===== src/rtl/bird_pkg.sv =====
// bird_pkg
// Shared definitions for the bird game blocks (motion controller, renderer,
// pipe checker).
//   bird_state_t : game state encoding, also exported on the HUD/debug port
//   DEF_*        : default geometry and physics constants
package bird_pkg;

    typedef enum logic [1:0] {
        ST_READY = 2'd0,
        ST_START = 2'd1,
        ST_RUN   = 2'd2,
        ST_STOP  = 2'd3
    } bird_state_t;

    localparam int DEF_Y_WIDTH  = 7;
    localparam int DEF_V_WIDTH  = 5;
    localparam int DEF_Y_TOP    = 0;
    localparam int DEF_Y_BOTTOM = 119;
    localparam int DEF_START_Y  = 60;
    localparam int DEF_GRAVITY  = 1;
    localparam int DEF_FLAP_VEL = 4;
    localparam int DEF_MAX_FALL = 6;

endpackage


===== src/rtl/key_edge.sv =====
// key_edge
// Registered rising-edge detector for a synchronous key level. A held key
// yields exactly one single-clock pulse, one clock after the level rises.
// Ports:
//   clk   in  : system clock
//   reset in  : asynchronous reset, active-high
//   key   in  : synchronous (debounced) key level
//   rise  out : one-clock pulse on each 0->1 transition of key
module key_edge (
    input  logic clk,
    input  logic reset,
    input  logic key,
    output logic rise
);

    logic prev_reg;
    logic rise_reg;

    always_ff @(posedge clk or posedge reset) begin
        if (reset) begin
            prev_reg <= 1'b0;
            rise_reg <= 1'b0;
        end else begin
            prev_reg <= key;
            rise_reg <= key & ~prev_reg;
        end
    end

    assign rise = rise_reg;

endmodule


===== src/rtl/bird_motion_ctrl.sv =====
// bird_motion_ctrl
// Game-state FSM plus vertical physics for the bird. Velocity (signed,
// positive = down) gains gravity on each frame tick up to a terminal speed;
// a flap sets an upward velocity. Position is clamped at ceiling and floor.
// Physics advance only on tick while running; state control runs every clock.
// Configuration macro:
//   BIRD_CEILING_KILL_EN : when defined, reaching the ceiling ends the game;
//                          otherwise the ceiling only clamps.
// Ports:
//   clk       in  : system clock
//   reset     in  : asynchronous reset, active-high
//   press_key in  : debounced key level (rising edge = flap / start / restart)
//   touched   in  : collision from the pipe checker
//   tick      in  : one-clock frame enable
//   start     out : one-clock pulse when a game begins
//   move      out : high while running
//   game_over out : high when stopped
//   bird_y    out : current row
//   bird_vel  out : current signed velocity
//   state     out : state encoding for debug/HUD
module bird_motion_ctrl
    import bird_pkg::*;
#(
    parameter int Y_WIDTH  = DEF_Y_WIDTH,
    parameter int V_WIDTH  = DEF_V_WIDTH,
    parameter int Y_TOP    = DEF_Y_TOP,
    parameter int Y_BOTTOM = DEF_Y_BOTTOM,
    parameter int START_Y  = DEF_START_Y,
    parameter int GRAVITY  = DEF_GRAVITY,
    parameter int FLAP_VEL = DEF_FLAP_VEL,
    parameter int MAX_FALL = DEF_MAX_FALL
) (
    input  logic                      clk,
    input  logic                      reset,
    input  logic                      press_key,
    input  logic                      touched,
    input  logic                      tick,
    output logic                      start,
    output logic                      move,
    output logic                      game_over,
    output logic [Y_WIDTH-1:0]        bird_y,
    output logic signed [V_WIDTH-1:0] bird_vel,
    output logic [1:0]                state
);

    // Position math is done with two extra bits so that overshoot past either
    // bound (negative or beyond 2^Y_WIDTH-1) is still representable.
    localparam int YW2 = Y_WIDTH + 2;
    localparam int VW1 = V_WIDTH + 1;

    localparam logic signed [V_WIDTH-1:0] VEL_FLAP = V_WIDTH'(-FLAP_VEL);
    localparam logic signed [V_WIDTH-1:0] VEL_MAX  = V_WIDTH'(MAX_FALL);
    localparam logic signed [VW1-1:0]     VEL_MAXW = VW1'(MAX_FALL);
    localparam logic signed [VW1-1:0]     GRAV_W   = VW1'(GRAVITY);
    localparam logic signed [YW2-1:0]     Y_TOP_W  = YW2'(Y_TOP);
    localparam logic signed [YW2-1:0]     Y_BOT_W  = YW2'(Y_BOTTOM);

    logic key_rise;

    bird_state_t state_reg, state_next;
    logic [Y_WIDTH-1:0]        y_reg, y_next;
    logic signed [V_WIDTH-1:0] vel_reg, vel_next;
    logic                      flap_pending_reg, flap_pending_next;

    logic signed [VW1-1:0]     vel_fall;
    logic signed [V_WIDTH-1:0] v_new;
    logic signed [YW2-1:0]     y_sum;
    logic                      flap_now;
    logic                      hit_floor;
    logic                      hit_ceil;

    key_edge u_key_edge (
        .clk   (clk),
        .reset (reset),
        .key   (press_key),
        .rise  (key_rise)
    );

    // ---------------- physics datapath ----------------
    // A key edge arriving in the same clock as the tick counts as a flap
    // for that tick, so it is OR-ed with the pending flag here.
    assign flap_now  = flap_pending_reg | key_rise;
    assign vel_fall  = $signed({vel_reg[V_WIDTH-1], vel_reg}) + GRAV_W;
    assign v_new     = flap_now ? VEL_FLAP :
                       (vel_fall > VEL_MAXW) ? VEL_MAX : vel_fall[V_WIDTH-1:0];
    assign y_sum     = $signed({2'b00, y_reg}) + YW2'(v_new);
    assign hit_floor = (y_sum >= Y_BOT_W);
    assign hit_ceil  = (y_sum <= Y_TOP_W);

    always_comb begin
        y_next            = y_reg;
        vel_next          = vel_reg;
        flap_pending_next = flap_pending_reg;
        case (state_reg)
            ST_START: begin
                y_next            = Y_WIDTH'(START_Y);
                vel_next          = '0;
                flap_pending_next = 1'b0;
            end
            ST_RUN: begin
                // A collision freezes everything, even when a tick coincides.
                if (!touched) begin
                    if (tick) begin
                        flap_pending_next = 1'b0;
                        if (hit_floor) begin
                            y_next   = Y_WIDTH'(Y_BOTTOM);
                            vel_next = '0;
                        end else if (hit_ceil) begin
                            y_next   = Y_WIDTH'(Y_TOP);
                            vel_next = '0;
                        end else begin
                            y_next   = y_sum[Y_WIDTH-1:0];
                            vel_next = v_new;
                        end
                    end else if (key_rise) begin
                        flap_pending_next = 1'b1;
                    end
                end
            end
            default: ;
        endcase
    end

    always_ff @(posedge clk or posedge reset) begin
        if (reset) begin
            y_reg            <= Y_WIDTH'(START_Y);
            vel_reg          <= '0;
            flap_pending_reg <= 1'b0;
        end else begin
            y_reg            <= y_next;
            vel_reg          <= vel_next;
            flap_pending_reg <= flap_pending_next;
        end
    end

    // ---------------- FSM: state register ----------------
    always_ff @(posedge clk or posedge reset) begin
        if (reset) begin
            state_reg <= ST_READY;
        end else begin
            state_reg <= state_next;
        end
    end

    // ---------------- FSM: next state ----------------
    always_comb begin
        state_next = state_reg;
        case (state_reg)
            ST_READY: if (key_rise) state_next = ST_START;
            ST_START: state_next = ST_RUN;
            ST_RUN: begin
                if (touched) begin
                    state_next = ST_STOP;
                end else if (tick && hit_floor) begin
                    state_next = ST_STOP;
                end
`ifdef BIRD_CEILING_KILL_EN
                else if (tick && hit_ceil) begin
                    state_next = ST_STOP;
                end
`endif
            end
            ST_STOP: if (key_rise) state_next = ST_READY;
            default: state_next = ST_READY;
        endcase
    end

    // ---------------- FSM: outputs (decoded from registers only) ----------------
    always_comb begin
        start     = 1'b0;
        move      = 1'b0;
        game_over = 1'b0;
        case (state_reg)
            ST_START: start     = 1'b1;
            ST_RUN:   move      = 1'b1;
            ST_STOP:  game_over = 1'b1;
            default: ;
        endcase
    end

    assign state    = state_reg;
    assign bird_y   = y_reg;
    assign bird_vel = vel_reg;

endmodule


===== config.mk =====
export PLATFORM = sky130hd
export DESIGN_NAME = bird_motion_ctrl
export DESIGN_NICKNAME = d
export VERILOG_FILES = /design/src/rtl/bird_pkg.sv /design/src/rtl/key_edge.sv /design/src/rtl/bird_motion_ctrl.sv
export SDC_FILE = /design/constraint.sdc
export NUM_CORES = 1
export LEC_CHECK = 0
export CAP_MARGIN = 10
export CELL_PAD_IN_SITES_DETAIL_PLACEMENT = 0
export CELL_PAD_IN_SITES_GLOBAL_PLACEMENT = 1
export CORE_UTILIZATION = 39
export CTS_BUF_LIST = sky130_fd_sc_hd__clkbuf_2
export DETAILED_ROUTE_END_ITERATION = 8
export PLACE_DENSITY = 0.77
export SYNTH_ARGS = -nofsm -noshare
export SYNTH_HDL_FRONTEND = slang
export SYNTH_SLANG_ARGS = --single-unit

===== constraint.sdc =====
create_clock -name clk -period 3.95 [get_ports clk]
set_input_delay 0.5925 -clock clk [delete_from_list [all_inputs] [get_ports clk]]
set_output_delay 0.5925 -clock clk [all_outputs]
set_load 0.03 [all_outputs]

## Word-level counts from Yosys, hierarchy flattened

Cells that the tools add are included.

| word-level totals | value |
|---|---|
| input port bits | 5 |
| output and inout port bits | 17 |
| register bits after elaboration | 17 |
| word-level logic and storage cells | 53 |

| operators by class | value |
|---|---|
| bitwise operators | 3 |
| muxes and demuxes | 24 |
| equal/unequal tests | 9 |
| reduce and logical (&&, ||, !) cells | 6 |
| add/subtract/negate cells | 2 |
| order comparisons | 3 |

Operators by type and width:

| operator | number |
|---|---|
| $mux W5 | 6 |
| $mux W7 | 4 |
| $pmux W7 S2 | 1 |
| $pmux W5 S2 | 1 |
| $add A8 B5 Y9 | 1 |
| $ge A9 B8 Y1 const B | 1 |
| $le A9 B1 Y1 const B | 1 |
| $reduce_and A3 Y1 | 3 |
| $mux W2 | 4 |
| $pmux W2 S4 | 1 |
| $add A5 B2 Y6 const B | 1 |
| $gt A6 B4 Y1 const B | 1 |
| $mux W1 | 6 |
| $eq A2 B2 Y1 const B | 2 |
| $ne A2 B1 Y1 const B | 2 |
| $ne A2 B2 Y1 const B | 2 |
| $ne A3 B2 Y1 const B | 1 |
| $ne A3 B3 Y1 const B | 1 |
| $eq A2 B1 Y1 const B | 1 |
| $logic_not A2 Y1 | 1 |
| $pmux W1 S2 | 1 |
| $reduce_bool A2 Y1 | 1 |
| $and A1 B1 Y1 | 1 |
| $logic_and A1 B1 Y1 | 1 |
| 2 further kinds | 2 |

## Logic depth before layout (Yosys ltp)

| depth | value |
|---|---|
| depth after elaboration | 11 |
| mapped depth | 16 |
| depth with buffers taken out | 15 |

## By module

A second synthesis with hierarchy kept.

| second synthesis, totals | value |
|---|---|
| cell total of the unflattened synthesis | 151 |
| area total of the unflattened synthesis | 1405.1 um^2 |

By module, submodules not included:

| module | cells an instance | instances | area an instance (um^2) | seq. area each (um^2) |
|---|---|---|---|---|
| bird_motion_ctrl | 147 | 1 | 1337.5 | 380.4 |
| key_edge | 4 | 1 | 67.6 | 50.0 |

## Least setup slack after synthesis

No wires, ideal clock.

| timing path | value |
|---|---|
| path kind | register to register |
| start | reg vel_reg[0] (netlist: bird_vel[0]) |
| end | reg state_reg[1] (netlist: state[1]) |
| arrival | 3.985 ns |
| data required time | 3.825 ns |
| path buffers | 1 |
| period minus slack after synthesis | 4.110 ns |
| cell stages (with the launch flop) | 16 |
| setup time | 0.125 ns |
| slack | -0.160 ns |
| path through | dfrtp_1 > ha_1 > or2b_1 > o32ai_1 > a211oi_1 > o21a_1 > nand2_1 > or3b_2 > ha_1 > a211oi_2 > nor2_1 > xnor2_1 > nor4bb_1 > buf_6 > o211a_4 > mux2_4 |

| between the ends | value |
|---|---|
| word-level cells in the longest chain between the ends | 9 |

Ends and longest elaborated chain:

| item | line | text |
|---|---|---|
| start, declared | bird_motion_ctrl.sv:62 | `logic signed [V_WIDTH-1:0] vel_reg, vel_next;` |
| start signal, assigned | bird_motion_ctrl.sv:131 | `vel_reg <= vel_next;` |
| $add A5 B2 Y6 * | bird_motion_ctrl.sv:83 | `assign vel_fall = $signed({vel_reg[V_WIDTH-1], vel_reg}) + GRAV_W;` |
| $gt A6 B4 Y1 | bird_motion_ctrl.sv:85 | `(vel_fall > VEL_MAXW) ? VEL_MAX : vel_fall[V_WIDTH-1:0];` |
| $mux W5 * | bird_motion_ctrl.sv:85 |  |
| $mux W5 * | bird_motion_ctrl.sv:84 | `assign v_new = flap_now ? VEL_FLAP :` |
| $add A8 B5 Y9 * | bird_motion_ctrl.sv:86 | `assign y_sum = $signed({2'b00, y_reg}) + YW2'(v_new);` |
| $ge A9 B8 Y1 * | bird_motion_ctrl.sv:87 | `assign hit_floor = (y_sum >= Y_BOT_W);` |
| $logic_and A1 B1 Y1 * | bird_motion_ctrl.sv:154 | `end else if (tick && hit_floor) begin` |
| $ne A3 B3 Y1 (no source line) * | n/a |  |
| $reduce_and A3 Y1 (no source line) * | n/a |  |
| end signal, assigned | bird_motion_ctrl.sv:141 | `state_reg <= state_next;` |
| end, declared | bird_motion_ctrl.sv:60 | `bird_state_t state_reg, state_next;` |

Every way passes the cells marked *; elsewhere a longest branch is shown, timed or not.
A chain may end at the register's enable or synchronous reset.

## Final worst setup path

| timing path | value |
|---|---|
| start | reg vel_reg[1] (netlist: bird_vel[1]) |
| end | reg vel_reg[2] (netlist: bird_vel[2]) |

| between the ends | value |
|---|---|
| word-level cells in the longest chain between the ends | 11 |
| elaborated cells between the ends (all ways) | 12 |
| those cells by class | add/sub: 2; order compare: 3; mux: 7 |

Ends and longest elaborated chain:

| item | line | text |
|---|---|---|
| $add A5 B2 Y6 * | bird_motion_ctrl.sv:83 |  |
| $gt A6 B4 Y1 | bird_motion_ctrl.sv:85 |  |
| $mux W5 * | bird_motion_ctrl.sv:85 |  |
| $mux W5 * | bird_motion_ctrl.sv:84 |  |
| $add A8 B5 Y9 | bird_motion_ctrl.sv:86 |  |
| $le A9 B1 Y1 | bird_motion_ctrl.sv:88 | `assign hit_ceil = (y_sum <= Y_TOP_W);` |
| $mux W5 | bird_motion_ctrl.sv:108 | `end else if (hit_ceil) begin` |
| $mux W5 * | bird_motion_ctrl.sv:105 | `if (hit_floor) begin` |
| $mux W5 * | bird_motion_ctrl.sv:103 | `if (tick) begin` |
| $mux W5 * | bird_motion_ctrl.sv:102 | `if (!touched) begin` |
| $pmux W5 S2 * | bird_motion_ctrl.sv:94 | `case (state_reg)` |

Every way passes the cells marked *; elsewhere a longest branch is shown, timed or not. The select of a mux whose other input is x is not followed.

==> results summary <==
The flow ran to the end, and the final reports show no timing, DRC or antenna violations. The count of filler cells inserted in the layout is 362. In this run the number of H-tree levels came out at 1.

The initialized floorplan defines 22 standard-cell rows. In the final layout, the share of cells above drive strength 1 is 0.2956. The total negative slack for setup checks came out at 0 ns. The cell depth of the worst flop-to-flop path came out at 13. The post-detailed-route wirelength per cell is 16.68 um. The detailed-route wire length came out at 4186 um. The layout net count came out at 225. The final critical delay including setup and external delays is 3.883 ns. The width of the die came out at 64.44 um.

22 I/O pins were placed. Among the stages of the critical path, the cell type that occurs most often is a211oi_2. The max-slew headroom at the worst pin is 0.5009. The area fraction in and, or, nand and nor cells after synthesis came out at 0.2091. The clock sink count came out at 17. The post-detailed-route count of antenna-violating nets came out at 0. The post-synthesis share of cell area spent on full adders, half adders and majority gates came out at 0.1366. The gate count after technology mapping is 163. The number of inserted diodes is 0. The largest individual stage delay along the critical path comes from the cell a2111o_1. The half-perimeter wire length of the detailed placement result came out at 3046 um.

The worst setup path is launched from a flop. The peak fanout along the critical path came out at 3. Grouping stages by cell kind, the critical path spends the most delay in compound AO/OA/AOI/OAI gates.

Entering global routing, the biggest net connects 18 pins. The largest stage delay on the critical path is 0.47 ns. Ranked by instance count, the synthesized netlist is headed by ha_1 (15), nor2_1 (15), dfrtp_1 (13), inv_1 (13), nand2_1 (12). The area share of the largest cell type after synthesis is 0.2140. The area added between synthesis and finish is 36.54%. The final cell count without fillers is 251. The detailed-routing iteration count for the pre-antenna-repair pass came out at 4. Among all flip-flop cells after synthesis, the most frequent one is dfrtp_1. The initial DRC count came out at 62. The core area came out at 3689 sq um. The count of state elements after synthesis is 17. Setup violations remaining at the end of the flow were counted as 0.

The number of vias per cell after detailed routing came out at 5.773. The total grt overflow is 0. By area, the combinational part of the netlist is dominated by compound AO/OA/AOI/OAI gates. The die area came out at 4152 sq um. After synthesis, the cell types taking the most area are dfrtp_1 (21%), ha_1 (12%), dfstp_2 (6.9%), nor2_1 (3.7%), inv_1 (3.2%).

The xor/xnor share of the synthesized area is 0.01728. The number of buffers inserted by hold repair at cts came out at 0. The synthesized design contains 0 enable-type register cells. The max-capacitance violation count came out at 0.

The setup path with the least slack is of type reg -> reg. The proportion of synthesized area in mux cells came out at 0.009877. Traced cell by cell, the critical path runs through ha_4 -> or2b_1 -> o32ai_2 -> a211oi_2 -> o21a_1 -> a21oi_1 -> ha_1 -> a211oi_2 -> o21bai_2 -> a2111o_1 -> nor4b_4 -> nor3_2 -> a221o_1. The final number of max-transition violations is 0.

The netlist area before placement is 1520 sq um. The number of endpoints with negative hold slack in the final report came out at 0. Setup repair after global routing could not meet its margin everywhere.

The fraction of the yosys area taken by sequential cells is 0.2831. The CTS root buffer is clkbuf_2. The average size of a mapped cell came out at 9.326 sq um. The endpoint required time on the critical path came out at 4.16 ns.

For the pin with the worst max-slew slack, the measured transition is 0.7487 ns. The clock buffer count from CTS is 3. The DRC violation count after routing came out at 0.

The path class of the tightest hold or removal check is reg -> reg. The worst setup path is captured at a flop. The final RePlAce weighted congestion came out at 0.8749.

The largest total area in the synthesized netlist belongs to dfrtp_1. The number of different library cells used by synthesis comes to 62. The area fraction in compound gates after synthesis is 0.2988. The TritonCTS clock tree is built. The via count of the first global-routing pass came out at 1308. Clock-pin slew was measured on the worst setup and hold paths at 0.18 ns. The number of cells in the design after placement came out at 240. The first global-routing pass estimated 6348 um of wire. The clock latency at the later pin of the worst-skew pair is 0.31 ns.

The post-synthesis async set-or-reset flop share came out at 1.000. The starting density of the core is 0.4121. The overall track demand over capacity in global routing came out at 0.1988. The number of buffers and inverters on the critical path is 0. The critical path data arrival time came out at 4.10 ns. The worst setup skew after layout came out at 0.007102 ns. The path length in cells of the critical path came out at 13.

The total nets after synthesis is 184. The maximum clock rate came out at 257.5 MHz. The number of vias in the routed layout came out at 1449. The quantity of I/O buffers inserted on ports is 21. Along the worst hold path, the cell count comes to 1. The Yosys warning count came out at 0. Measured along the y axis, the die boundary spans 64.44 um.

The number of buffers between clock root and the deepest sink came out at 2. The flip-flop count of the largest register after layout came out at 7. The number of antenna violations at the first check in global routing is 0.

In the finished design, the share of the clock period the worst path needs comes to 0.9830.
[per-layer routing]
metal  track usage  up-vias  wire length (um)
li1              -      686                 -
met1        0.2682      689              1919
met2        0.3250       62              1929
met3       0.04754       12               255
met4       0.03611        0                82
met5             0        -                 0
[stage by stage]
stage	instance area, sq um	hold WS, ns	setup slack [ns]	utilization
finish	2076	0.4102	0.06723	0.5628
global placement	1877	0.3833	-0.01472	0.5088
floorplan	1544	0.3777	0.03082	-
CTS	1974	0.4149	0.02316	0.5353
detailed placement	1877	0.3923	-0.1419	0.5088
global route	2076	0.4207	-0.04988	0.5628
[kinds of logic after synthesis]
| group | after synthesis |
|---|---|
| multiplexers | 1 |
| buffers and inverters | 16 |
| AO/OA/AOI/OAI | 53 |
| flip-flops | 17 |
| adder cells (fa/ha/maj) | 16 |
| XOR/XNOR | 3 |
| AND/OR/NAND/NOR | 57 |
[layout make-up]
cell class	instances	area (sq um)	area share
inverter	13	48.80	0.02351
clock inverter	1	5.005	0.002411
sequential	17	432.9	0.2086
clock buffer	3	15.01	0.007233
multi-input combinational	130	1165	0.5612
tap	48	60.06	0.02893
timing repair buffer	39	349.1	0.1682
[final timing paths]
path	from	end	slack [ns]
max	bird_vel[1]	bird_vel[2]	0.07
min	u_key_edge.prev_reg	u_key_edge.rise	0.41
max reg2reg	bird_vel[1]	bird_vel[2]	0.07
min reg2reg	u_key_edge.prev_reg	u_key_edge.rise	0.41
max in group asynchronous	reset	bird_vel[0]	2.84
min in group asynchronous	reset	bird_vel[4]	0.65
[layout by cell type, fill, tap and decap left out, types with 2 or more instances in the layout]
| master | synthesis | final |
|---|---|---|
| a31oi_1 | 2 | 2 |
| o21ai_1 | 2 | 2 |
| or3_1 | 3 | 2 |
| nor2_1 | 15 | 15 |
| a211oi_2 | 3 | 3 |
| o32ai_2 | 0 | 2 |
| inv_1 | 13 | 13 |
| nand3_1 | 2 | 2 |
| clkdlybuf4s50_1 | 0 | 21 |
| a32oi_1 | 2 | 2 |
| a21oi_1 | 5 | 5 |
| or2_2 | 2 | 2 |
| o211ai_1 | 2 | 2 |
| nand2_1 | 12 | 11 |
| dfrtp_2 | 0 | 2 |
| nor2b_1 | 3 | 3 |
| a21o_1 | 3 | 3 |
| buf_4 | 0 | 17 |
| o21a_1 | 3 | 3 |
| and2_1 | 2 | 2 |
| a22o_1 | 2 | 2 |
| dfstp_2 | 4 | 4 |
| nor3_1 | 5 | 4 |
| nor3_2 | 1 | 2 |
| o21ai_0 | 8 | 8 |
| ha_1 | 15 | 11 |
| clkbuf_2 | 0 | 3 |
| ha_4 | 0 | 3 |
| dfrtp_1 | 13 | 11 |
[repair_timing]
item                       4_1_cts  5_1_grt
gates resized for setup          8       11
pin swaps                        2       18
setup endpoints to repair        7        8
setup buffers                    3        4
Power is left out: the tool's default activity adds up to more than one toggle a clock period on the data nets, which glitch-free logic cannot reach.
